===== src/rtl/wb_stage_if.sv =====
// EX/memory-side handshake bundle for the writeback stage.
interface wb_stage_if;
  logic        ex_valid;
  logic [4:0]  ex_rd;
  logic [31:0] ex_result;
  logic        ex_is_load;
  logic [1:0]  ex_ld_size;
  logic        ex_ld_signed;
  logic [1:0]  ex_ld_off;
  logic        mem_rvalid;
  logic [31:0] mem_rdata;
  logic        stall;

  modport master (
    output ex_valid, ex_rd, ex_result, ex_is_load, ex_ld_size, ex_ld_signed,
           ex_ld_off, mem_rvalid, mem_rdata,
    input  stall
  );

  modport slave (
    input  ex_valid, ex_rd, ex_result, ex_is_load, ex_ld_size, ex_ld_signed,
           ex_ld_off, mem_rvalid, mem_rdata,
    output stall
  );
endinterface


===== src/rtl/wb_stage.sv =====
// Writeback stage: registers EX results and load data, drives the register
// file write port, the read-after-write bypass and the load stall.
module wb_stage #(
  parameter int unsigned LOAD_TIMEOUT = 16,
  parameter int unsigned IO_REG       = 30
) (
  input  logic          clk,
  input  logic          rst_n,
  wb_stage_if.slave     bus,
  input  logic [4:0]    readaddr1,
  input  logic [4:0]    readaddr2,
  output logic          we,
  output logic [4:0]    writeaddr,
  output logic [31:0]   writedata,
  output logic          fwd1,
  output logic          fwd2,
  output logic [31:0]   fwd_data,
  output logic          load_err,
  output logic [31:0]   retired
);

  localparam int unsigned CNT_W = $clog2(LOAD_TIMEOUT + 1);

  typedef enum logic [1:0] {
    IDLE      = 2'd0,
    LOAD_WAIT = 2'd1,
    LOAD_WB   = 2'd2
  } state_t;

  state_t            state_q, state_d;
  logic              stall_q, stall_d;
  logic              we_q, we_d;
  logic [4:0]        writeaddr_q, writeaddr_d;
  logic [31:0]       writedata_q, writedata_d;
  logic              load_err_q, load_err_d;
  logic [31:0]       retired_q, retired_d;
  logic [CNT_W-1:0]  cnt_q, cnt_d, cnt_inc;
  logic [4:0]        ld_rd_q, ld_rd_d;
  logic [1:0]        ld_size_q, ld_size_d;
  logic              ld_signed_q, ld_signed_d;
  logic [1:0]        ld_off_q, ld_off_d;

  logic [7:0]        ld_byte;
  logic [15:0]       ld_half;
  logic [31:0]       ld_data;

  // Field extraction and extension of the returned load word.
  always_comb begin
    ld_byte = bus.mem_rdata[{ld_off_q, 3'b000} +: 8];
    ld_half = bus.mem_rdata[{ld_off_q[1], 4'b0000} +: 16];
    case (ld_size_q)
      2'd0:    ld_data = {{24{ld_signed_q & ld_byte[7]}}, ld_byte};
      2'd1:    ld_data = {{16{ld_signed_q & ld_half[15]}}, ld_half};
      default: ld_data = bus.mem_rdata;
    endcase
  end

  // Next-state, write-port and bookkeeping logic.
  always_comb begin
    state_d     = state_q;
    stall_d     = 1'b0;
    we_d        = 1'b0;
    writeaddr_d = writeaddr_q;
    writedata_d = writedata_q;
    load_err_d  = load_err_q;
    retired_d   = retired_q;
    cnt_d       = '0;
    cnt_inc     = cnt_q + CNT_W'(1);
    ld_rd_d     = ld_rd_q;
    ld_size_d   = ld_size_q;
    ld_signed_d = ld_signed_q;
    ld_off_d    = ld_off_q;

    case (state_q)
      // LOAD_WB drops stall, so EX may hand over a new op in that cycle;
      // it is accepted exactly as in IDLE to avoid losing it.
      IDLE, LOAD_WB: begin
        state_d = IDLE;
        if (bus.ex_valid) begin
          if (bus.ex_is_load) begin
            ld_rd_d     = bus.ex_rd;
            ld_size_d   = bus.ex_ld_size;
            ld_signed_d = bus.ex_ld_signed;
            ld_off_d    = bus.ex_ld_off;
            state_d     = LOAD_WAIT;
            stall_d     = 1'b1;
          end else begin
            we_d        = (bus.ex_rd != 5'd0);
            writeaddr_d = bus.ex_rd;
            writedata_d = bus.ex_result;
            retired_d   = retired_q + 32'd1;
          end
        end
      end
      LOAD_WAIT: begin
        if (bus.mem_rvalid) begin
          we_d        = (ld_rd_q != 5'd0);
          writeaddr_d = ld_rd_q;
          writedata_d = ld_data;
          retired_d   = retired_q + 32'd1;
          state_d     = LOAD_WB;
        end else if (cnt_inc == CNT_W'(LOAD_TIMEOUT)) begin
          load_err_d = 1'b1;
          state_d    = IDLE;
        end else begin
          cnt_d   = cnt_inc;
          stall_d = 1'b1;
        end
      end
      default: state_d = IDLE;
    endcase
  end

  // State and output registers with synchronous active-low reset.
  always_ff @(posedge clk) begin
    if (!rst_n) begin
      state_q     <= IDLE;
      stall_q     <= 1'b0;
      we_q        <= 1'b0;
      writeaddr_q <= '0;
      writedata_q <= '0;
      load_err_q  <= 1'b0;
      retired_q   <= '0;
      cnt_q       <= '0;
      ld_rd_q     <= '0;
      ld_size_q   <= '0;
      ld_signed_q <= 1'b0;
      ld_off_q    <= '0;
    end else begin
      state_q     <= state_d;
      stall_q     <= stall_d;
      we_q        <= we_d;
      writeaddr_q <= writeaddr_d;
      writedata_q <= writedata_d;
      load_err_q  <= load_err_d;
      retired_q   <= retired_d;
      cnt_q       <= cnt_d;
      ld_rd_q     <= ld_rd_d;
      ld_size_q   <= ld_size_d;
      ld_signed_q <= ld_signed_d;
      ld_off_q    <= ld_off_d;
    end
  end

  // Output drive and bypass compare; r0 and the IO register never bypass.
  always_comb begin
    bus.stall = stall_q;
    we        = we_q;
    writeaddr = writeaddr_q;
    writedata = writedata_q;
    fwd_data  = writedata_q;
    load_err  = load_err_q;
    retired   = retired_q;
    fwd1 = we_q && (writeaddr_q == readaddr1) && (readaddr1 != 5'd0) &&
           (readaddr1 != 5'(IO_REG));
    fwd2 = we_q && (writeaddr_q == readaddr2) && (readaddr2 != 5'd0) &&
           (readaddr2 != 5'(IO_REG));
  end

endmodule


===== src/flat_wrapper.sv =====
// flat-port wrapper written by rule: the top's interface ports become plain ports
module wb_stage_flat 
#(
  parameter int unsigned LOAD_TIMEOUT = 16,
  parameter int unsigned IO_REG       = 30
)
  (clk, rst_n, readaddr1, readaddr2, we, writeaddr, writedata, fwd1, fwd2, fwd_data, load_err, retired, bus_ex_valid, bus_ex_rd, bus_ex_result, bus_ex_is_load, bus_ex_ld_size, bus_ex_ld_signed, bus_ex_ld_off, bus_mem_rvalid, bus_mem_rdata, bus_stall);
  wb_stage_if bus_i ();
  input  logic clk;
  input  logic rst_n;
  input  logic [4:0] readaddr1;
  input  logic [4:0] readaddr2;
  output logic we;
  output logic [4:0] writeaddr;
  output logic [31:0] writedata;
  output logic fwd1;
  output logic fwd2;
  output logic [31:0] fwd_data;
  output logic load_err;
  output logic [31:0] retired;
  input wire logic [$bits(bus_i.ex_valid)-1:0] bus_ex_valid;
  input wire logic [$bits(bus_i.ex_rd)-1:0] bus_ex_rd;
  input wire logic [$bits(bus_i.ex_result)-1:0] bus_ex_result;
  input wire logic [$bits(bus_i.ex_is_load)-1:0] bus_ex_is_load;
  input wire logic [$bits(bus_i.ex_ld_size)-1:0] bus_ex_ld_size;
  input wire logic [$bits(bus_i.ex_ld_signed)-1:0] bus_ex_ld_signed;
  input wire logic [$bits(bus_i.ex_ld_off)-1:0] bus_ex_ld_off;
  input wire logic [$bits(bus_i.mem_rvalid)-1:0] bus_mem_rvalid;
  input wire logic [$bits(bus_i.mem_rdata)-1:0] bus_mem_rdata;
  output wire logic [$bits(bus_i.stall)-1:0] bus_stall;
  assign bus_i.ex_valid = bus_ex_valid;
  assign bus_i.ex_rd = bus_ex_rd;
  assign bus_i.ex_result = bus_ex_result;
  assign bus_i.ex_is_load = bus_ex_is_load;
  assign bus_i.ex_ld_size = bus_ex_ld_size;
  assign bus_i.ex_ld_signed = bus_ex_ld_signed;
  assign bus_i.ex_ld_off = bus_ex_ld_off;
  assign bus_i.mem_rvalid = bus_mem_rvalid;
  assign bus_i.mem_rdata = bus_mem_rdata;
  assign bus_stall = bus_i.stall;
  wb_stage #(.LOAD_TIMEOUT(LOAD_TIMEOUT), .IO_REG(IO_REG)) u_core (.clk(clk), .rst_n(rst_n), .bus(bus_i), .readaddr1(readaddr1), .readaddr2(readaddr2), .we(we), .writeaddr(writeaddr), .writedata(writedata), .fwd1(fwd1), .fwd2(fwd2), .fwd_data(fwd_data), .load_err(load_err), .retired(retired));
endmodule

===== config.mk =====
export PLATFORM = sky130hd
export DESIGN_NAME = wb_stage_flat
export DESIGN_NICKNAME = d
export VERILOG_FILES = /design/src/rtl/wb_stage_if.sv /design/src/rtl/wb_stage.sv /design/src/flat_wrapper.sv
export SDC_FILE = /design/constraint.sdc
export NUM_CORES = 1
export LEC_CHECK = 0
export BUFFER_PORTS_ARGS = -buffer_cell sky130_fd_sc_hd__buf_2
export CAP_MARGIN = 20
export CORE_ASPECT_RATIO = 0.5
export CORE_MARGIN = 2
export CORE_UTILIZATION = 33
export CTS_CLUSTER_DIAMETER = 40
export DETAILED_ROUTE_END_ITERATION = 16
export GPL_TIMING_DRIVEN = 0
export RECOVER_POWER = 100
export SYNTH_ARGS = -nofsm -noshare
export SYNTH_HDL_FRONTEND = slang
export SYNTH_SLANG_ARGS = --single-unit

===== constraint.sdc =====
create_clock -name clk -period 1.6 [get_ports clk]
set_input_delay 0.24 -clock clk [delete_from_list [all_inputs] [get_ports clk]]
set_output_delay 0.24 -clock clk [all_outputs]
set_load 0.1 [all_outputs]

; Yosys cells after proc, flatten, opt, wreduce, memory -nomap -nowiden
; Index checks and enable logic that the tools add are counted.
[op_classes]
add_sub_neg = 2
n_eq_ne = 12
shift = 2
muxes = 27
bitwise = 5
reduce_logical = 18
[ops]
columns = operator, n
row1 = 32-bit two-way mux, 6
row2 = 32-bit case mux with 2 select lines, 3
row3 = "32-bit by 1-bit adder with 32-bit output, second input constant", 1
row4 = 32-bit by 6-bit variable part select with 16-bit output, 1
row5 = 32-bit by 6-bit variable part select with 8-bit output, 1
row6 = 5-bit nonzero test, 4
row7 = 5-bit two-way mux, 3
row8 = 5-bit equality test, 2
row9 = "5-bit inequality test, second input constant", 2
row10 = 5-bit case mux with 2 select lines, 1
row11 = 1-bit two-way mux, 8
row12 = 1-bit logical AND, 6
row13 = 2-bit two-way mux, 3
row14 = "2-bit inequality test, second input constant", 3
row15 = 3-bit AND reduction, 2
row16 = "5-bit by 1-bit adder with 5-bit output, second input constant", 1
row17 = "5-bit equality test, second input constant", 1
row18 = "2-bit by 1-bit equality test with 1-bit output, second input constant", 2
row19 = 2-bit logical NOT, 2
row20 = 1-bit case mux with 2 select lines, 2
row21 = 2-bit case mux with 2 select lines, 1
row22 = 4-bit AND reduction, 1
row23 = 4-bit OR reduction, 1
row24 = "3-bit by 2-bit inequality test with 1-bit output, second input constant", 1
row25 = 5 further kinds, 8
[word_totals]
regBits = 89
elab_cells = 78

; Depth between registers and ports, before layout
[depth]
word_depth = 5
ltp_mapped = 7
mapped_depth_nobuf = 6

; Worst setup path after synthesis
; OpenSTA, ideal clock, no wires.
[synth_timing]
path_type = reg2out
startpoint = register u_core.writeaddr_q[0] (netlist: u_core.writeaddr[0])
endpoint = output port fwd1
arrival_ps = 2507
required_time_ps = 1360
path_slack_ps = -1147
path_stages_with_launch = 6
n_path_buf = 0
cell_sequence = dfxtp_1 -> nor4_1 -> nor3_1 -> a31oi_1 -> nor4_1 -> and3_1
[synth_between]
elab_chain_len = 4
[synth_lines]
columns = element, line
row1 = start: declaration, wb_stage.sv:33  ; logic [4:0] writeaddr_q, writeaddr_d;
row2 = start signal: assignment, wb_stage.sv:133  ; writeaddr_q <= writeaddr_d;
row3 = 5-bit equality test, wb_stage.sv:154  ; fwd1 = we_q && (writeaddr_q == readaddr1) && (readaddr1 != 5'd0) &&
row4 = 1-bit logical AND (3 in series), wb_stage.sv:154
row5 = end: declaration, flat_wrapper.sv:16  ; output logic fwd1;
; No other way between the ends.

; Worst setup path after layout
[layout_timing]
startpoint = register u_core.writeaddr_q[2] (netlist: u_core.writeaddr[2])
endpoint = output port fwd1
; Same word-level chain as after synthesis.

==> flow_metrics.env <==
export IMPL_status="complete, but fails checks"
export IMPL_violations="setup timing"
export IMPL_gp_congestion=0.822
export IMPL_r2r_slack_ns=-0.11
export IMPL_total_power_mw=6.63
export IMPL_postCtsHoldBufs=0
export IMPL_peakVddDrop_v=0.000627
export IMPL_pre_cts_slack_ns=-0.331
export IMPL_ys_flop_type="dfxtp_1"
export IMPL_tritoncts="done"
export IMPL_min_from="bus_mem_rvalid"
export IMPL_endpoint_kind="primary output"
export IMPL_synth_top_family_by_area="simple AND/OR/NAND/NOR gates"
export IMPL_finalCriticalPeriod_ns=1.99
export IMPL_r2r_cells=7
export IMPL_viasPerCell=4.98
export IMPL_coreArea_sq_um=14600
export IMPL_nNetsFinal=946
export IMPL_synth_seq_cells=89
export IMPL_grt_pass1_vias=4761
export IMPL_multi_input_area_sq_um=3210
export IMPL_syn_nets=691
export IMPL_ff_latch_area_sq_um=1950
export IMPL_wl_per_cell_um=16.5
export IMPL_synthXorXnorAreaFrac=0.0686
export IMPL_synthAdderAreaFrac=0.00754
export IMPL_crit_fanout=6
export IMPL_routed_wl_um=17500
export IMPL_cp_start_kind="register"
export IMPL_yosys_warnings=0
export IMPL_cts_sinks=89
export IMPL_vias=5272
export IMPL_min_to="u_core.load_err"
export IMPL_drv_slew=0
export IMPL_setup_viol=26
export IMPL_p_leak_nw=3.63
export IMPL_min_path_type="in2reg"
export IMPL_grt_pass1_wl_um=26000
export IMPL_required_ns=1.36
export IMPL_final_area_sq_um=7820
export IMPL_drive_above_1_share=0.570
export IMPL_syn_to_final_growth_pct=57.1
export IMPL_synth_cells=599
export IMPL_dp_hpwl_um=12500
export IMPL_dr_pass1_iters=5
export IMPL_numCtsBuffers=9
export IMPL_die_w_um=178
export IMPL_yosys_area_share_simple=0.266
export IMPL_timing_final_crit_share=1.25
export IMPL_rr_startpoint="u_core.state_q[0]"
export IMPL_drc=0
export IMPL_critPathKind="reg2out"
export IMPL_grt_max_degree=16
export IMPL_dr_first_iter_drc_count=277
export IMPL_synthMuxAreaShare=0.0762
export IMPL_synth_edf_count=0
export IMPL_timing_hold_ws_ns=0.132
export IMPL_rsz0062_at_grt="yes"
export IMPL_cts_max_level=3
export IMPL_worst_hold_path_num_cells=2
export IMPL_rows=31
export IMPL_num_io_pins=195
export IMPL_hold_violations=0
export IMPL_slew_headroom=0.543
export IMPL_synth_compound_area_frac=0.128
export IMPL_power_density_nw_per_um2=848
export IMPL_dp_cells=991
export IMPL_antenna_found_initial=2
export IMPL_synthArstFlopShare=0
export IMPL_synth_distinct_cells=54
export IMPL_portBuffers=194
export IMPL_start_util=0.341
export IMPL_placed_area_sq_um=6450
export IMPL_fin_ws_ns=-0.395
export IMPL_clk_pin_slew_ns=0.07
export IMPL_cp_arrival_ns=1.75
export IMPL_die_y_um=90.8
export IMPL_ys_seq_area_frac=0.358
export IMPL_fmax_ghz=0.501
export IMPL_setup_tns_ns=-1.26
export IMPL_maxCapViolations=0
export IMPL_n_fill_cell=1360
export IMPL_grt_ovfl_total=0
export IMPL_syn_area_sq_um=4980
export IMPL_dieArea_sq_um=16100
export IMPL_syn_area_per_cell_sq_um=8.31
export IMPL_antenna_left=0
export IMPL_clk_insertion_delay_late_ns=0.35
export IMPL_worst_pin_slew_ns=0.685
export IMPL_final_cells=1058
export IMPL_root_buffer="clkbuf_16"
export IMPL_r2r_end="u_core.retired[31]"
export IMPL_grt_use_total=0.205
export IMPL_clock_skew_ns=0.00977
export IMPL_clock_path_buffers=2
export IMPL_post_route_util=0.536
report_power, final:
group,leakage [nW],switching [mW],internal (mW)
combinational,2.73,1.49,0.597
clock,0.139,0.951,1.21
sequential,0.765,0.0983,2.28
cells in the final DEF, fill, tap and decap left out, types with 8 or more instances in the layout:
cell type / n
nor3_1: 10
clkbuf_1: 11
dfxtp_2: 41
mux2i_1: 12
buf_6: 19
xnor2_1: 26
nor3_4: 8
dfxtp_4: 30
buf_4: 64
nor2_1: 57
o211ai_1: 8
xor2_1: 12
clkbuf_16: 12
nand2_1: 102
buf_2: 194
a21oi_2: 10
nor4_4: 10
a31oi_1: 18
dfxtp_1: 18
nand3_1: 26
o21ai_0: 10
synth_stat cells (all sizes together), types with 12 or more instances:
master / count / share of area
nand2: 108 / 0.081
o21ai: 22 / 0.022
a31oi: 18 / 0.023
buf: 49 / 0.074
mux2i: 12 / 0.024
nand3: 30 / 0.031
a21oi: 15 / 0.015
dfxtp: 89 / 0.36
nor2: 58 / 0.044
nor3: 22 / 0.023
clkbuf: 22 / 0.017
xnor2: 27 / 0.048
nor4: 12 / 0.025
xor2: 12 / 0.021
a311oi: 12 / 0.021
critical path, cell delays in order (launching register included):
cell and delay, ns:
dfxtp_4 0.40, nor4_4 0.06, nor3_1 0.17, a31oi_1 0.09, nor4_2 0.27, and3_4 0.24, buf_12 0.17
what timing repair did:
action / in CTS / in global routing
setup buffers: 12 / 32
pin swaps: 13 / 50
endpoints found under the hold margin: 0 / 0
gates resized for setup: 64 / 105
cloned: 2 / 5
setup endpoints to repair: 63 / 68
flip-flops by register name, indices dropped and copies added (netlist names):
name,count
u_core.ld_off_q,2
u_core.cnt_q,5
u_core.state_q,2
u_core.ld_signed_q,1
u_core.ld_rd_q,5
u_core.bus.stall,1
u_core.we,1
u_core.ld_size_q,2
u_core.writeaddr,5
u_core.retired,32
u_core.fwd_data,32
u_core.load_err,1
logic make-up after synthesis:
family                   Yosys count
XOR/XNOR                          39
buffers and inverters             78
adder cells (fa/ha/maj)            3
AO/OA/AOI/OAI                     93
flip-flops                        89
multiplexers                      28
AND/OR/NAND/NOR                  269
metal layers:
metal,vias to the layer above,wire length [um],track usage
met2,161,8440,0.329
met3,18,1280,0.0572
met5,-,0,0
met4,0,238,0.0458
li1,2588,-,-
met1,2505,7500,0.273
how the worst max path moves through the flow:
stage / start / endpoint / cells past startpoint
finish: u_core.writeaddr[2] / fwd1 / 6
global route: u_core.writeaddr[0] / fwd1 / 6
global placement: u_core.state_q[0] / u_core.fwd_data[5] / 5
detailed placement: u_core.state_q[0] / u_core.fwd_data[5] / 5
floorplan: u_core.retired[11] / u_core.retired[30] / 6
CTS: u_core.writeaddr[1] / fwd1 / 6
cell type report:
class                   count  area share
multi-input cells         433       0.411
flip-flops and latches     89       0.249
repair buffers            244       0.193
plain buffers              70      0.0736
well taps                 198      0.0317
clock buffers               9      0.0288
clock inverters             7     0.00913
inverters                   7     0.00336
diodes                      1    0.000320
No activity file was read; power rests on OpenSTA's default activity.
